--- src/rtl/vga_grid_arbiter_if.sv ---
// Game-logic side of the grid RAM arbiter: request/grant handshake plus the
// address/data lines the snake FSM uses to read and write cell states.
interface vga_grid_arbiter_if #(
    parameter int ADDR_W = 9
);
    logic              game_req;
    logic              game_we;
    logic [ADDR_W-1:0] game_addr;
    logic [1:0]        game_wdata;
    logic              game_grant;
    logic [1:0]        game_rdata;

    // Game FSM drives requests and consumes grant/read data
    modport master (
        output game_req, game_we, game_addr, game_wdata,
        input  game_grant, game_rdata
    );

    // Arbiter receives requests and returns grant/read data
    modport slave (
        input  game_req, game_we, game_addr, game_wdata,
        output game_grant, game_rdata
    );
endinterface

--- src/rtl/vga_grid_arbiter.sv ---
// Shares the single-port game-grid RAM between the VGA pixel fetch path and
// the snake game logic. The pixel path owns the RAM outside vertical blanking;
// the game logic gets it only during blanking through a req/grant handshake,
// and loses it a few pixels before the frame wraps so the fetch pipeline is
// primed for pixel (0,0).
module vga_grid_arbiter #(
    parameter int CELL_SHIFT = 5,
    parameter int GRID_COLS  = 20,
    parameter int GRID_ROWS  = 15,
    parameter int ADDR_W     = 9,
    parameter int H_TOTAL    = 800,
    parameter int V_ACTIVE   = 480,
    parameter int V_TOTAL    = 525,
    parameter int GUARD      = 8
) (
    input  logic              clock_25,
    input  logic              reset,
    input  logic [9:0]        X,
    input  logic [9:0]        Y,
    input  logic              display_area,
    vga_grid_arbiter_if.slave game,
    output logic              frame_tick,
    output logic [ADDR_W-1:0] mem_addr,
    output logic              mem_we,
    output logic [1:0]        mem_wdata,
    input  logic [1:0]        mem_rdata,
    output logic [1:0]        game_data,
    output logic              game_enable
);
    localparam logic [9:0] H_LAST  = 10'(H_TOTAL - 1);
    localparam logic [9:0] V_LAST  = 10'(V_TOTAL - 1);
    localparam logic [9:0] V_BLANK = 10'(V_ACTIVE);
    localparam logic [9:0] GUARD_X = 10'(H_TOTAL - GUARD);

    typedef enum logic [1:0] {
        ST_DISPLAY     = 2'd0,
        ST_BLANK_IDLE  = 2'd1,
        ST_GAME_ACCESS = 2'd2,
        ST_DRAIN       = 2'd3
    } state_t;

    state_t            state_q;
    logic              frame_tick_q;
    logic              fetch_d1_q;
    logic              da_d1_q;
    logic              grid_d1_q;
    logic              game_enable_q;
    logic [1:0]        game_data_q;
    logic [1:0]        game_rdata_q;

    logic [9:0]        col_s;
    logic [9:0]        row_s;
    logic [ADDR_W-1:0] pix_addr_s;
    logic              in_grid_s;
    logic              guard_s;
    logic              fetch_s;
    logic              grant_s;

    // Cell coordinates, fetch address, guard window and grant decode
    always_comb begin
        col_s      = X >> CELL_SHIFT;
        row_s      = Y >> CELL_SHIFT;
        pix_addr_s = ADDR_W'(20'(row_s) * 20'(GRID_COLS) + 20'(col_s));
        in_grid_s  = (col_s < 10'(GRID_COLS)) && (row_s < 10'(GRID_ROWS));
        guard_s    = (Y == V_LAST) && (X >= GUARD_X);
        fetch_s    = (state_q == ST_DISPLAY) || (state_q == ST_DRAIN);
        // Grant falls in the same cycle the request drops or the guard opens
        grant_s    = (state_q == ST_GAME_ACCESS) && game.game_req && !guard_s;
    end

    // RAM port mux; held at zero while reset is asserted
    always_comb begin
        mem_addr  = '0;
        mem_we    = 1'b0;
        mem_wdata = 2'b00;
        if (!reset) begin
            mem_addr  = '0;
            mem_we    = 1'b0;
            mem_wdata = 2'b00;
        end else begin
            case (state_q)
                ST_DISPLAY:     mem_addr = pix_addr_s;
                ST_DRAIN:       mem_addr = pix_addr_s;
                ST_BLANK_IDLE:  mem_addr = game.game_addr;
                ST_GAME_ACCESS: begin
                    mem_addr  = game.game_addr;
                    mem_we    = grant_s & game.game_we;
                    mem_wdata = game.game_wdata;
                end
                default:        mem_addr = '0;
            endcase
        end
    end

    // Ownership FSM with the frame_tick pulse on entry to vertical blanking
    always_ff @(posedge clock_25 or negedge reset) begin
        if (!reset) begin
            state_q      <= ST_DISPLAY;
            frame_tick_q <= 1'b0;
        end else begin
            frame_tick_q <= 1'b0;
            case (state_q)
                ST_DISPLAY: begin
                    if ((X == 10'd0) && (Y == V_BLANK)) begin
                        state_q      <= ST_BLANK_IDLE;
                        frame_tick_q <= 1'b1;
                    end else begin
                        state_q <= ST_DISPLAY;
                    end
                end
                ST_BLANK_IDLE: begin
                    if (guard_s) begin
                        state_q <= ST_DRAIN;
                    end else if (game.game_req) begin
                        state_q <= ST_GAME_ACCESS;
                    end else begin
                        state_q <= ST_BLANK_IDLE;
                    end
                end
                ST_GAME_ACCESS: begin
                    if (guard_s) begin
                        state_q <= ST_DRAIN;
                    end else if (!game.game_req) begin
                        state_q <= ST_BLANK_IDLE;
                    end else begin
                        state_q <= ST_GAME_ACCESS;
                    end
                end
                ST_DRAIN: begin
                    if ((X == H_LAST) && (Y == V_LAST)) begin
                        state_q <= ST_DISPLAY;
                    end else begin
                        state_q <= ST_DRAIN;
                    end
                end
                default: state_q <= ST_DISPLAY;
            endcase
        end
    end

    // Two-stage pixel pipeline: qualifiers ride alongside the RAM read
    always_ff @(posedge clock_25 or negedge reset) begin
        if (!reset) begin
            fetch_d1_q    <= 1'b0;
            da_d1_q       <= 1'b0;
            grid_d1_q     <= 1'b0;
            game_enable_q <= 1'b0;
            game_data_q   <= 2'b00;
        end else begin
            fetch_d1_q    <= fetch_s;
            da_d1_q       <= display_area;
            grid_d1_q     <= in_grid_s;
            game_enable_q <= fetch_d1_q & da_d1_q & grid_d1_q;
            game_data_q   <= (fetch_d1_q & grid_d1_q) ? mem_rdata : 2'b00;
        end
    end

    // Game read data is captured on every cycle the game owns the RAM
    always_ff @(posedge clock_25 or negedge reset) begin
        if (!reset) begin
            game_rdata_q <= 2'b00;
        end else if (state_q == ST_GAME_ACCESS) begin
            game_rdata_q <= mem_rdata;
        end else begin
            game_rdata_q <= game_rdata_q;
        end
    end

    assign game.game_grant = grant_s;
    assign game.game_rdata = game_rdata_q;
    assign frame_tick      = frame_tick_q;
    assign game_data       = game_data_q;
    assign game_enable     = game_enable_q;
endmodule

--- src/flat_wrapper.sv ---
// flat-port wrapper written by rule: the top's interface ports become plain ports
module vga_grid_arbiter_flat 
#(
    parameter int CELL_SHIFT = 5,
    parameter int GRID_COLS  = 20,
    parameter int GRID_ROWS  = 15,
    parameter int ADDR_W     = 9,
    parameter int H_TOTAL    = 800,
    parameter int V_ACTIVE   = 480,
    parameter int V_TOTAL    = 525,
    parameter int GUARD      = 8
)
  (clock_25, reset, X, Y, display_area, frame_tick, mem_addr, mem_we, mem_wdata, mem_rdata, game_data, game_enable, game_game_req, game_game_we, game_game_addr, game_game_wdata, game_game_grant, game_game_rdata);
  vga_grid_arbiter_if #(.ADDR_W(ADDR_W)) game_i ();
  input  logic clock_25;
  input  logic reset;
  input  logic [9:0] X;
  input  logic [9:0] Y;
  input  logic display_area;
  output logic frame_tick;
  output logic [ADDR_W-1:0] mem_addr;
  output logic mem_we;
  output logic [1:0] mem_wdata;
  input  logic [1:0] mem_rdata;
  output logic [1:0] game_data;
  output logic game_enable;
  input wire logic [$bits(game_i.game_req)-1:0] game_game_req;
  input wire logic [$bits(game_i.game_we)-1:0] game_game_we;
  input wire logic [$bits(game_i.game_addr)-1:0] game_game_addr;
  input wire logic [$bits(game_i.game_wdata)-1:0] game_game_wdata;
  output wire logic [$bits(game_i.game_grant)-1:0] game_game_grant;
  output wire logic [$bits(game_i.game_rdata)-1:0] game_game_rdata;
  assign game_i.game_req = game_game_req;
  assign game_i.game_we = game_game_we;
  assign game_i.game_addr = game_game_addr;
  assign game_i.game_wdata = game_game_wdata;
  assign game_game_grant = game_i.game_grant;
  assign game_game_rdata = game_i.game_rdata;
  vga_grid_arbiter #(.CELL_SHIFT(CELL_SHIFT), .GRID_COLS(GRID_COLS), .GRID_ROWS(GRID_ROWS), .ADDR_W(ADDR_W), .H_TOTAL(H_TOTAL), .V_ACTIVE(V_ACTIVE), .V_TOTAL(V_TOTAL), .GUARD(GUARD)) u_core (.clock_25(clock_25), .reset(reset), .X(X), .Y(Y), .display_area(display_area), .game(game_i), .frame_tick(frame_tick), .mem_addr(mem_addr), .mem_we(mem_we), .mem_wdata(mem_wdata), .mem_rdata(mem_rdata), .game_data(game_data), .game_enable(game_enable));
endmodule
--- config.mk ---
export PLATFORM = sky130hd
export DESIGN_NAME = vga_grid_arbiter_flat
export DESIGN_NICKNAME = d
export VERILOG_FILES = /design/src/rtl/vga_grid_arbiter_if.sv /design/src/rtl/vga_grid_arbiter.sv /design/src/flat_wrapper.sv
export SDC_FILE = /design/constraint.sdc
export NUM_CORES = 1
export LEC_CHECK = 0
export ABC_AREA = 1
export ABC_CLOCK_PERIOD_IN_PS = 4200
export BUFFER_PORTS_ARGS = -buffer_cell sky130_fd_sc_hd__buf_2
export CAP_MARGIN = 10
export CORE_ASPECT_RATIO = 0.5
export CORE_UTILIZATION = 35
export CTS_CLUSTER_SIZE = 25
export DETAILED_ROUTE_END_ITERATION = 8
export PLACE_DENSITY_LB_ADDON = 0.12
export SLEW_MARGIN = 20
export SYNTH_ARGS = -nofsm -noshare
export SYNTH_HDL_FRONTEND = slang
export SYNTH_SLANG_ARGS = --single-unit
--- constraint.sdc ---
create_clock -name clock_25 -period 4.2 [get_ports clock_25]
set_clock_uncertainty 0.15 [all_clocks]
set_input_delay 0.21 -clock clock_25 [delete_from_list [all_inputs] [get_ports clock_25]]
set_output_delay 0.21 -clock clock_25 [all_outputs]
set_load 0.1 [all_outputs]
Word-level counts from Yosys, hierarchy flattened

Index checks and enable logic that the tools add are counted.

Register bits: 11
Bits in latches: 0
Bits in writable memories: 0
Bits in read-only memories: 0
Bits of input ports: 38
Output and inout bits: 19
Word-level logic and storage cells: 49
Memories: 0

Add/subtract/negate cells: 1
Multipliers: 1
Div/mod/pow operators: 0
Magnitude comparators: 3
Equality and inequality tests: 6
Shift-type cells: 0
Mux-type cells: 14
Bitwise logic cells: 4
Reductions and logical operators: 12

Operator list:

| cell                   | count |
|---|---|
| $eq A10 B10 Y1 const B | 2 |
| $pmux W9 S2            | 1 |
| $mux W2                | 6 |
| $eq A10 B9 Y1 const B  | 1 |
| $ge A10 B10 Y1 const B | 1 |
| $logic_not A10 Y1      | 1 |
| $add A9 B5 Y9          | 1 |
| $mux W9                | 1 |
| $mul A5 B3 Y7 const B  | 1 |
| $logic_and A1 B1 Y1    | 6 |
| $pmux W2 S3            | 1 |
| $lt A5 B4 Y1 const B   | 1 |
| $lt A5 B5 Y1 const B   | 1 |
| $mux W1                | 5 |
| $and A1 B1 Y1          | 4 |
| $eq A2 B2 Y1 const B   | 2 |
| $reduce_or A2 Y1       | 2 |
| $eq A2 B1 Y1 const B   | 1 |
| $logic_not A2 Y1       | 1 |
| $logic_not A1 Y1       | 1 |
| $logic_or A1 B1 Y1     | 1 |

Longest topological paths before layout

Gate-level depths: netlist of run 1.

Depth in word-level cells: 7
Gate-level depth with buffers: 10

Worst setup path after synthesis of run 1

No wires, ideal clock.

Kind: register to output
From: register u_core.state_q[0]
To: output mem_we
Arrival: 3.395 ns
Path slack: 0.445 ns
Stages on the path, launching flop included: 7
Path buffers: 0
Cell sequence: dfrtp_1 > inv_1 > ha_1 > inv_1 > nor2_1 > nand2_1 > nor2_1

Longest elaborated chain between the ends: 6

RTL lines:

| what                              | line                    | RTL |
|---|---|---|
| start, declared                   | vga_grid_arbiter.sv:42  | `state_t state_q;` |
| start signal, assigned            | vga_grid_arbiter.sv:98  | `state_q <= ST_DISPLAY;` |
| start signal, assigned            | vga_grid_arbiter.sv:105 | `state_q <= ST_BLANK_IDLE;` |
| start signal, assigned            | vga_grid_arbiter.sv:108 | `state_q <= ST_DISPLAY;` |
| $eq A2 B2 Y1                      | vga_grid_arbiter.sv:68  | `grant_s = (state_q == ST_GAME_ACCESS) && game.game_req && !guard_s;` |
| $logic_and A1 B1 Y1 (2 in series) | vga_grid_arbiter.sv:68  |  |
| named net game_game_grant         | flat_wrapper.sv:31      | `output wire logic [$bits(game_i.game_grant)-1:0] game_game_grant;` |
| $and A1 B1 Y1                     | vga_grid_arbiter.sv:87  | `mem_we = grant_s & game.game_we;` |
| $mux W1                           | vga_grid_arbiter.sv:81  | `case (state_q)` |
| $mux W1                           | vga_grid_arbiter.sv:76  | `if (!reset) begin` |
| end, declared                     | flat_wrapper.sv:22      | `output logic mem_we;` |

The timed path passes the listed nets, and every way through them passes these cells.

Final worst setup path of run 1

From: input Y[6]
To: output mem_addr[8]

Longest elaborated chain between the ends: 4

RTL lines:

| what            | line                   | RTL |
|---|---|---|
| start, declared | flat_wrapper.sv:18     | `input logic [9:0] Y;` |
| $mul A5 B3 Y7   | vga_grid_arbiter.sv:63 | `pix_addr_s = ADDR_W'(20'(row_s) * 20'(GRID_COLS) + 20'(col_s));` |
| $add A9 B5 Y9   | vga_grid_arbiter.sv:63 |  |
| $pmux W9 S2     | vga_grid_arbiter.sv:81 |  |
| $mux W9         | vga_grid_arbiter.sv:76 |  |
| end, declared   | flat_wrapper.sv:21     | `output logic [ADDR_W-1:0] mem_addr;` |

Every way passes these cells.

==> results by group, run 1 <==
Outcome
  • Status: finished, final reports clean

Floorplanning
  • CORE AREA: 3010 um2
  • Die W: 81.7 um
  • FP Rows: 14
  • Initial Util: 36.9%
  • Die H: 41.8 um
  • # IOs: 57
  • Die footprint: 3420 um2

Route
  • Drt initial violations: 26
  • DR vias: 1206
  • # DRC: 0
  • Final ANT Viol Nets: 0
  • Via density: 4.55
  • WL per Instance: 9.82 um
  • Overall routed net length: 2600 um
  • Drt first pass iters: 4

Clock tree
  • CTS H-tree lvls: 1
  • # clock sinks: 11
  • CTS max path bufs: 2
  • Worst-Skew Late Latency: 240 ps
  • Post-CTS setup repair buffer count: 0
  • CTS tree: done
  • Clock root cell: clkbuf_8
  • CTS-repair resized insts: 0
  • Clock-pin slew on the worst setup and hold paths: 50 ps
  • CTS Buf Count: 3

Critical path
  • CP Launch Type: primary input
  • CP Capture Type: primary output
  • FF-to-FF path depth: 3
  • Critical Path Fanout Max: 6
  • Required @ worst endpoint: 3840 ps
  • Setup CP Type: in -> out
  • Crit path DAT: 2280 ps

Yosys
  • Netlist cell types: 23
  • Sequential area share after synthesis: 24.8%
  • Syn Nets: 217
  • Synth Area per Inst: 6.77 um2
  • Seq cells post-synth: 11
  • Mapped cell area: 1110 um2
  • Synthesized instance count: 164
  • Warnings from Yosys: 0

Timing
  • FMAX: 379 MHz
  • Max-slew headroom: 67.7%
  • RSZ-0062 raised after global routing: false
  • Least-Margin Pin Slew: 488 ps
  • Setup_tns: 0 ps
  • Count of final hold-check violations: 0
  • # setup viols final: 0
  • Final worst setup slack: 1560 ps
  • Pins Over Slew Limit: 0
  • Final min period: 2640 ps
  • Final period utilization: 62.8%

Final layout
  • Finished Cell Area: 1500 um2
  • Leading cell type in the layout, fill and taps excluded: buf_2
  • Commonest cells after routing, fill and taps aside: buf_2 (56), inv_1 (29), nand2_1 (28), nor2_1 (28), ha_1 (13)
  • Diodes inserted: 0
  • Fillers: 331
  • Share of layout cells above drive strength 1: 29.8%
  • Non-filler cells, final: 265
  • Nets: 279
  • Area Growth Syn to Fin: 34.7%

Power and ir drop
  • Pleak: 0.886 nW
  • Pwr per Cell Area: 271 nW/um2
  • Peak VDD IR: 0.000289 V
  • Power Total: 0.406 mW

Global routing
  • First-pass GRT wire length: 4300 um
  • Total Routing Usage GR: 15.9%
  • Number of global-route vias before repair: 1096
  • GRT Residual Overflow: 0
  • Initial antenna violation count: 0
  • Pin count of the biggest net entering global routing: 18

Placed design
  • Hpwl dp: 2230 um
  • Setup WS pre-CTS: 1570 ps
  • Dpl cells: 259
  • Port bufs: 56
  • Post-Place Cell Area: 1430 um2
  • Routability cong.: 0.774

Hold path
  • Hold Path Stages: 3
  • Worst hold path type: in -> reg

Run
  • Maxcap violations: 0
==> metal layers <==
layer	track usage, %	wire (um)	vias to the layer above
li1	-	-	648
met2	29.0	1230	21
met3	2.64	78	2
met5	0	0	-
met4	2.11	4	0
met1	19.9	1290	535
==> cell usage after synthesis <==
cell,instances,area (um2)
inv_1,29,109
nand2_1,28,105
nor2_1,28,105
ha_1,13,163
dfrtp_1,11,275
nand3_1,11,55.1
o21ai_0,11,55.1
a21oi_1,7,35.0
nor4_1,4,25.0
nand4_1,3,18.8
nor3_1,3,15.0
xor2_1,3,26.3
fa_1,2,40.0
nor2_2,2,12.5
buf_6,1,11.3
inv_2,1,3.75
nand2_2,1,6.26
nand3_2,1,10.0
nor3_2,1,10.0
o211ai_1,1,7.51
o21ai_1,1,5.00
o21ai_2,1,8.76
xnor2_1,1,8.76
==> worst max-delay path, stage by stage <==
cell and delay [ps]:
buf_2 130, ha_1 300, ha_1 230, fa_1 380
xor2_1 220, nand3_1 130, a21oi_1 130, o21ai_1 80
inv_1 50, buf_2 410
==> path summary, 6_finish.rpt <==
path / from / end / slack [ps]
max in group asynchronous: reset / u_core.game.game_rdata[1] / 3400
min in group asynchronous: reset / u_core.game_data[0] / 260
hold reg to reg: u_core.game.game_rdata[1] / u_core.game.game_rdata[1] / 330
hold / removal: mem_rdata[1] / u_core.game_data[1] / 60
setup reg to reg: u_core.state_q[0] / u_core.fetch_d1_q / 2750
setup / recovery: Y[6] / mem_addr[8] / 1560
==> power breakdown <==
part / leakage [nW] / total, mW / internal [mW] / switching (mW)
Clock: 0.0255 / 0.107 / 0.0653 / 0.0417
Sequential: 0.132 / 0.109 / 0.109 / 0.000632
Combinational: 0.728 / 0.190 / 0.0482 / 0.142
==> per-stage QoR <==
step	util, %	hold WS [ps]
after global placement	47.5	-23.8
final	49.7	57.6
after CTS	49.7	52.5
after floorplan	-	-236
after global routing	49.7	74.3
after detailed placement	47.5	-23.9
==> state kept, by name, summed over array words and instances, names as in the netlist <==
register and cells:
u_core.da_d1_q 1, u_core.fetch_d1_q 1, u_core.frame_tick 1, u_core.game.game_rdata 2
u_core.game_data 2, u_core.game_enable 1, u_core.grid_d1_q 1, u_core.state_q 2
==> logic make-up (layout without fill, tap and decap cells) <==
logic type | count (synthesis) | after routing | synth area share [%]
XOR/XNOR | 4 | 4 | 3.15
AO/OA/AOI/OAI | 21 | 21 | 10.0
AND/OR/NAND/NOR | 82 | 82 | 32.7
flip-flops | 11 | 11 | 24.8
buffers and inverters | 31 | 92 | 11.1
adder cells (fa/ha/maj) | 15 | 15 | 18.2
==> what timing repair did <==
action / 4_1_cts / 5_1_grt
setup endpoints to repair: 0 / 0
hold buffers: 2 / 0
hold endpoints to repair: 12 / 0
==> area by class of cell <==
cell class | count | area, um2 | share of cell area (%)
Clock inverter | 1 | 5.00 | 0.334
Multi-Input combinational cell | 122 | 712 | 47.6
Sequential cell | 11 | 275 | 18.4
Clock buffer | 3 | 41.3 | 2.76
Timing Repair Buffer | 58 | 300 | 20.1
Tap cell | 40 | 50.0 | 3.34
Inverter | 30 | 113 | 7.53
Note: power is estimated with default switching activity, not from simulation.
==> run 2: changes to the inputs <==
--- a/config.mk
+++ b/config.mk
@@ -6,7 +6,7 @@
 export NUM_CORES = 1
 export LEC_CHECK = 0
 export ABC_AREA = 1
-export ABC_CLOCK_PERIOD_IN_PS = 4200
+export ABC_CLOCK_PERIOD_IN_PS = 2700
 export BUFFER_PORTS_ARGS = -buffer_cell sky130_fd_sc_hd__buf_2
 export CAP_MARGIN = 10
 export CORE_ASPECT_RATIO = 0.5
==> constraint.sdc (replaced) <==
create_clock -name clock_25 -period 2.7 [get_ports clock_25]
set_clock_uncertainty 0.15 [all_clocks]
set_input_delay 0.135 -clock clock_25 [delete_from_list [all_inputs] [get_ports clock_25]]
set_output_delay 0.135 -clock clock_25 [all_outputs]
set_load 0.1 [all_outputs]
==> results by group, run 2 (synthesis results as in run 1) <==
Critical path
  • Worst R2R End: u_core.fetch_d1_q
  • Crit path depth: 8 (-2)
  • CP most frequent cell: inv_1
  • Peak per-stage delay on the critical path: 410 ps (about the same)
  • Worst R2R Start: u_core.state_q[0]
  • R2R setup slack: 1250 ps (-1500 ps)
  • Slowest cell on the critical path: buf_2
  • Critical path buffers and inverters: 4 (+1)
  • Crit path cell chain: inv_1, ha_1, inv_1, nor2_1, nor2_1, o21ai_0, inv_1, buf_2
  • FF-to-FF path depth: 3 (unchanged)
  • Largest delay contributor family on the critical path: buffers and inverters
  • Required @ worst endpoint: 2410 ps (-1430 ps)
  • CP Capture Type: primary output
  • Setup CP Type: reg -> out
  • CP Launch Type: register
  • Crit path DAT: 2120 ps (-160 ps)
  • Critical Path Fanout Max: 15 (+9)

Power and ir drop
  • Sequential share of power: 26.7% (-0.2 points)
  • Peak VDD IR: 0.000281 V (-2.8%)
  • Switching power: 0.285 mW (+55%)
  • Comb pwr share: 47.6% (+0.9 points)
  • Cell-internal power: 0.352 mW (+59%)
  • Power Total: 0.637 mW (+57%)
  • Clock power frac: 25.7% (-0.7 points)
  • Sw frac: 44.7% (-0.58 points)
  • Pleak: 0.898 nW (+1.3%)
  • Pwr per Cell Area: 415 nW/um2 (+53%)

Global routing
  • Pin count of the biggest net entering global routing: 18 (unchanged)
  • Number of global-route vias before repair: 1120 (+2.2%)
  • Met2 usage: 30.5% (+1.5 points)
  • GRT Residual Overflow: 0 (unchanged)
  • Grt met3 use: 1.98% (-0.66 points)
  • Initial antenna violation count: 0 (unchanged)
  • First-pass GRT wire length: 4460 um (+3.7%)
  • Met1 usage: 20.3% (+0.35 points)
  • Global route hottest layer: met2
  • Total Routing Usage GR: 16.7% (+0.82 points)

Final layout
  • Fillers: 329 (-0.60%)
  • Share of layout cells above drive strength 1: 30.4% (+0.62 points)
  • Area Growth Syn to Fin: 38.3%
  • Nets: 281 (+0.72%)
  • Leading cell type in the layout, fill and taps excluded: buf_2
  • Commonest cells after routing, fill and taps aside: buf_2 (55), inv_1 (29), nand2_1 (28)
  • Multi-input logic area: 717 um2 (+0.70%)
  • Diodes inserted: 0 (unchanged)
  • FF+latch area: 275 um2 (unchanged)

Hold path
  • Worst hold path type: in -> reg
  • Min-delay src: X[2]
  • Hold endpoint: u_core.frame_tick
  • Hold Path Stages: 4 (+1)

Route
  • Drt initial violations: 45 (+73%)
  • Drt first pass iters: 4 (unchanged)
  • DR vias: 1223 (+1.4%)
  • # DRC: 0 (unchanged)
  • Overall routed net length: 2630 um (+0.85%)
  • Final ANT Viol Nets: 0 (unchanged)
  • Via density: 4.58 (+0.65%)
  • WL per Instance: 9.83 um (about the same)

Run
  • Maxcap violations: 0 (unchanged)

Clock tree
  • CTS Buf Count: 3 (unchanged)
  • Clock root cell: clkbuf_8
  • Worst-Skew Late Latency: 240 ps (about the same)
  • CTS H-tree lvls: 1 (unchanged)
  • CTS tree: done
  • Clock-pin slew on the worst setup and hold paths: 50 ps (about the same)
  • # clock sinks: 11 (unchanged)
  • CTS max path bufs: 2 (unchanged)

Timing
  • Final worst setup slack: 300 ps (-1260 ps)
  • Final period utilization: 88.9%
  • Least-Margin Pin Slew: 488 ps (+0.00107 ps)
  • Pins Over Slew Limit: 0 (unchanged)
  • Count of final hold-check violations: 0 (unchanged)
  • Final min period: 2400 ps
  • RSZ-0062 raised after global routing: false
  • FMAX: 417 MHz
  • # setup viols final: 0 (unchanged)
  • Max-slew headroom: 67.7% (about the same)

Floorplanning
  • # IOs: 57 (unchanged)
  • Die footprint: 3420 um2 (unchanged)
  • Die W: 81.7 um (unchanged)
  • CORE AREA: 3010 um2 (unchanged)
  • FP Rows: 14 (unchanged)
  • Die H: 41.8 um (unchanged)
  • Initial Util: 36.9% (unchanged)

Placed design
  • Port bufs: 56 (unchanged)
  • Hpwl dp: 2230 um (+0.29%)
  • Setup WS pre-CTS: 325 ps (-1240 ps)
  • Routability cong.: 0.789 (+2.0%)

Outcome
  • Status: finished, final reports clean
==> run 2: cell count changes in the layout (fill, tap and decap cells not counted), sizes merged <==
cell	delta
dlygate4sd3	+2
==> run 2: worst max path at each step <==
stage	slack, ps	start	end
5_1_grt	70	u_core.state_q[0]	mem_addr[6]
2_1_floorplan	-150	u_core.state_q[0]	mem_addr[0]
6_report	300	u_core.state_q[0]	mem_addr[6]
3_3_place_gp	330	Y[6]	mem_addr[7]
3_5_place_dp	320	Y[6]	mem_addr[7]
4_1_cts	280	u_core.state_q[0]	mem_addr[5]
==> run 2: cell type report <==
type	instances	share of cell area (%)
clock buffers	3	2.69
clock inverters	1	0.326
inverters	30	7.33
multi-input cells	122	46.7
flip-flops and latches	11	17.9
well taps	40	3.26
repair buffers	60	21.8
==> run 2: what timing repair did <==
item                      in CTS  in global routing
hold buffers                   4                  0
hold endpoints to repair      14                  0
buffers inserted               0                  0
resized for setup              0                  0
==> run 2: layer usage <==
metal | up-vias | share of wire, % | wire length [um]
met5 | - | 0 | 0
met1 | 537 | 48 | 1260
met3 | 5 | 4.2 | 109
met4 | 0 | 1.2 | 31
met2 | 30 | 47 | 1220
li1 | 651 | - | -
==> run 2: power groups by stage <==
stage | clock network (mW) | logic [mW] | registers, mW
floorplan | 0 | 0.206 | 0.189
global route | 0.178 | 0.329 | 0.170
CTS | 0.168 | 0.306 | 0.170
detailed placement | 0 | 0.300 | 0.173
finish | 0.164 | 0.303 | 0.170
global placement | 0 | 0.299 | 0.173
==> run 2: worst reg2reg max path: stages, from the launching register on <==
cell and delay [ps]:
dfrtp_1 340, inv_1 70, ha_1 380, inv_1 360
==> run 2: per-stage QoR <==
| stage | std cells | TNS [ps] | cell area [um2] | hold slack [ps] | utilization, % |
|---|---|---|---|---|---|
| after floorplan | 164 | -536 | 1120 | -311 | - |
| after global placement | 259 | 0 | 1450 | -98.6 | 48.1 |
| after detailed placement | 259 | 0 | 1450 | -95.8 | 48.1 |
| after CTS | 267 | 0 | 1540 | 38.1 | 51.0 |
| after global routing | 267 | 0 | 1540 | 64.1 | 51.0 |
| final | 267 | 0 | 1540 | 36.5 | 51.0 |
==> run 3: changes to the inputs <==
--- a/config.mk
+++ b/config.mk
@@ -6,7 +6,7 @@
 export NUM_CORES = 1
 export LEC_CHECK = 0
 export ABC_AREA = 1
-export ABC_CLOCK_PERIOD_IN_PS = 2700
+export ABC_CLOCK_PERIOD_IN_PS = 2300
 export BUFFER_PORTS_ARGS = -buffer_cell sky130_fd_sc_hd__buf_2
 export CAP_MARGIN = 10
 export CORE_ASPECT_RATIO = 0.5
==> constraint.sdc (replaced) <==
create_clock -name clock_25 -period 2.3 [get_ports clock_25]
set_clock_uncertainty 0.15 [all_clocks]
set_input_delay 0.115 -clock clock_25 [delete_from_list [all_inputs] [get_ports clock_25]]
set_output_delay 0.115 -clock clock_25 [all_outputs]
set_load 0.1 [all_outputs]
==> results by group, run 3 (synthesis results as in run 1) <==
Clock tree
  • Clock root cell: clkbuf_8
  • CTS H-tree lvls: 1 (unchanged)
  • CTS max path bufs: 2 (unchanged)
  • # clock sinks: 11 (unchanged)
  • CTS Buf Count: 3 (unchanged)
  • Worst-Skew Late Latency: 230 ps (about the same)
  • Clock-pin slew on the worst setup and hold paths: 50 ps (about the same)
  • CTS tree: done

Power and ir drop
  • Pwr per Cell Area: 470 nW/um2 (+13%)
  • Peak VDD IR: 0.000348 V (+24%)
  • Pleak: 0.943 nW (+5.0%)
  • Power Total: 0.827 mW (+30%)

Route
  • DR vias: 1250 (+2.2%)
  • WL per Instance: 10.0 um (+1.9%)
  • Via density: 4.58 (about the same)
  • Final ANT Viol Nets: 0 (unchanged)
  • Overall routed net length: 2740 um (+4.2%)
  • # DRC: 0 (unchanged)
  • Drt initial violations: 21 (-53%)
  • Drt first pass iters: 6 (+2)

Placed design
  • Setup WS pre-CTS: 15.7 ps (-309 ps)
  • Routability cong.: 0.789 (about the same)
  • Hpwl dp: 2220 um (-0.70%)
  • Port bufs: 56 (unchanged)
  • Post-Place Cell Area: 1600 um2 (+10%)

Timing
  • Final min period: 2220 ps
  • Final worst setup slack: 81.1 ps (-219 ps)
  • FMAX: 451 MHz
  • # setup viols final: 0 (unchanged)
  • Max-slew headroom: 67.8% (+0.093 points)
  • Setup_tns: 0 ps (unchanged)
  • Least-Margin Pin Slew: 486 ps (-1.41 ps)
  • RSZ-0062 raised after global routing: false
  • Final period utilization: 96.5%
  • Pins Over Slew Limit: 0 (unchanged)
  • Count of final hold-check violations: 0 (unchanged)

Critical path
  • CP Launch Type: primary input
  • Critical Path Fanout Max: 3 (-12)
  • Worst R2R End: u_core.fetch_d1_q
  • Crit path DAT: 1950 ps (-170 ps)
  • CP Capture Type: primary output
  • Worst R2R Start: u_core.state_q[1]
  • Setup CP Type: in -> out
  • Required @ worst endpoint: 2040 ps (-370 ps)
  • FF-to-FF path depth: 4 (+1)
  • R2R setup slack: 890 ps (-360 ps)

Final layout
  • Share of layout cells above drive strength 1: 36.1% (+5.7 points)
  • Diodes inserted: 0 (unchanged)
  • Leading cell type in the layout, fill and taps excluded: buf_2
  • Commonest cells after routing, fill and taps aside: buf_2 (47), nand2_1 (28), inv_1 (27)
  • Area Growth Syn to Fin: 58.2%
  • Nets: 287 (+2.1%)
  • Finished Cell Area: 1760 um2 (+14%)

Outcome
  • Status: finished, final reports clean

Floorplanning
  • CORE AREA: 3010 um2 (unchanged)
  • # IOs: 57 (unchanged)
  • Die H: 41.8 um (unchanged)
  • Die W: 81.7 um (unchanged)
  • Die footprint: 3420 um2 (unchanged)
  • FP Rows: 14 (unchanged)
  • Initial Util: 36.9% (unchanged)

Hold path
  • Min-delay src: X[2]
  • Worst hold path type: in -> reg
  • Hold Path Stages: 4 (unchanged)
  • Hold endpoint: u_core.frame_tick

Global routing
  • Total Routing Usage GR: 16.7% (about the same)
  • First-pass GRT wire length: 4510 um (+1.1%)
  • Pin count of the biggest net entering global routing: 18 (unchanged)
  • GRT Residual Overflow: 0 (unchanged)
  • Number of global-route vias before repair: 1151 (+2.8%)
  • Initial antenna violation count: 0 (unchanged)

Run
  • Maxcap violations: 0 (unchanged)
==> run 3: changes by cell type in the layout (fill, tap and decap cells not counted), sizes merged <==
cell	change
inv	-2
buf	+5
clkinvlp	+3
==> run 3: power by group <==
part           switching, mW  total, mW  internal (mW)
Combinational          0.277      0.440          0.163
Clock                 0.0687      0.187          0.119
Sequential          0.000983      0.200          0.199
==> run 3: worst max-delay path, cell delays in order <==
cell        delay (ps)
buf_2              120
ha_4               240
ha_4               160
fa_2               600
nand3_1            100
buf_4              150
a21oi_1            140
o21ai_2             80
clkinvlp_4          80
buf_12             160
==> run 3: repair_timing <==
item,in CTS,in global routing
hold endpoints to repair,14,0
hold buffers,4,0
setup endpoints to repair,0,9
setup buffers,0,3
gates resized for setup,0,9
==> run 3: cell type report <==
class | instances | area [um2]
timing repair buffer | 65 | 493
timing repair inverter | 1 | 7.51
multi-input combinational | 122 | 766
clock inverter | 1 | 5.00
inverter | 30 | 120
sequential | 11 | 275
clock buffer | 3 | 41.3
tap | 40 | 50.0
fill | 297 | 1250
==> run 3: worst max-delay path by stage <==
stage / start / endpoint / slack (ps) / cells past startpoint
detailed placement: Y[6] / mem_addr[8] / 20 / 11
global placement: Y[6] / mem_addr[8] / 50 / 11
floorplan: u_core.state_q[0] / mem_addr[0] / -530 / 6
global route: Y[6] / mem_addr[8] / 10 / 10
finish: Y[6] / mem_addr[8] / 80 / 10
CTS: Y[6] / mem_addr[8] / 0.9 / 11
==> run 3: metal layers <==
layer  share of wire, %  wire, um  global-route usage (%)
met5                  0         0                       0
met1                 48      1320                    21.3
met4               0.37        10                    3.16
met3                3.3        91                    1.32
met2                 48      1320                    30.8
==> run 3: metrics by stage <==
stage	util, %	hold slack (ps)	std cells
final	58.3	28.5	273
after floorplan	-	-331	164
after global placement	52.9	-119	261
after CTS	55.8	22.5	269
after detailed placement	52.9	-118	261
after global routing	58.3	59.1	273
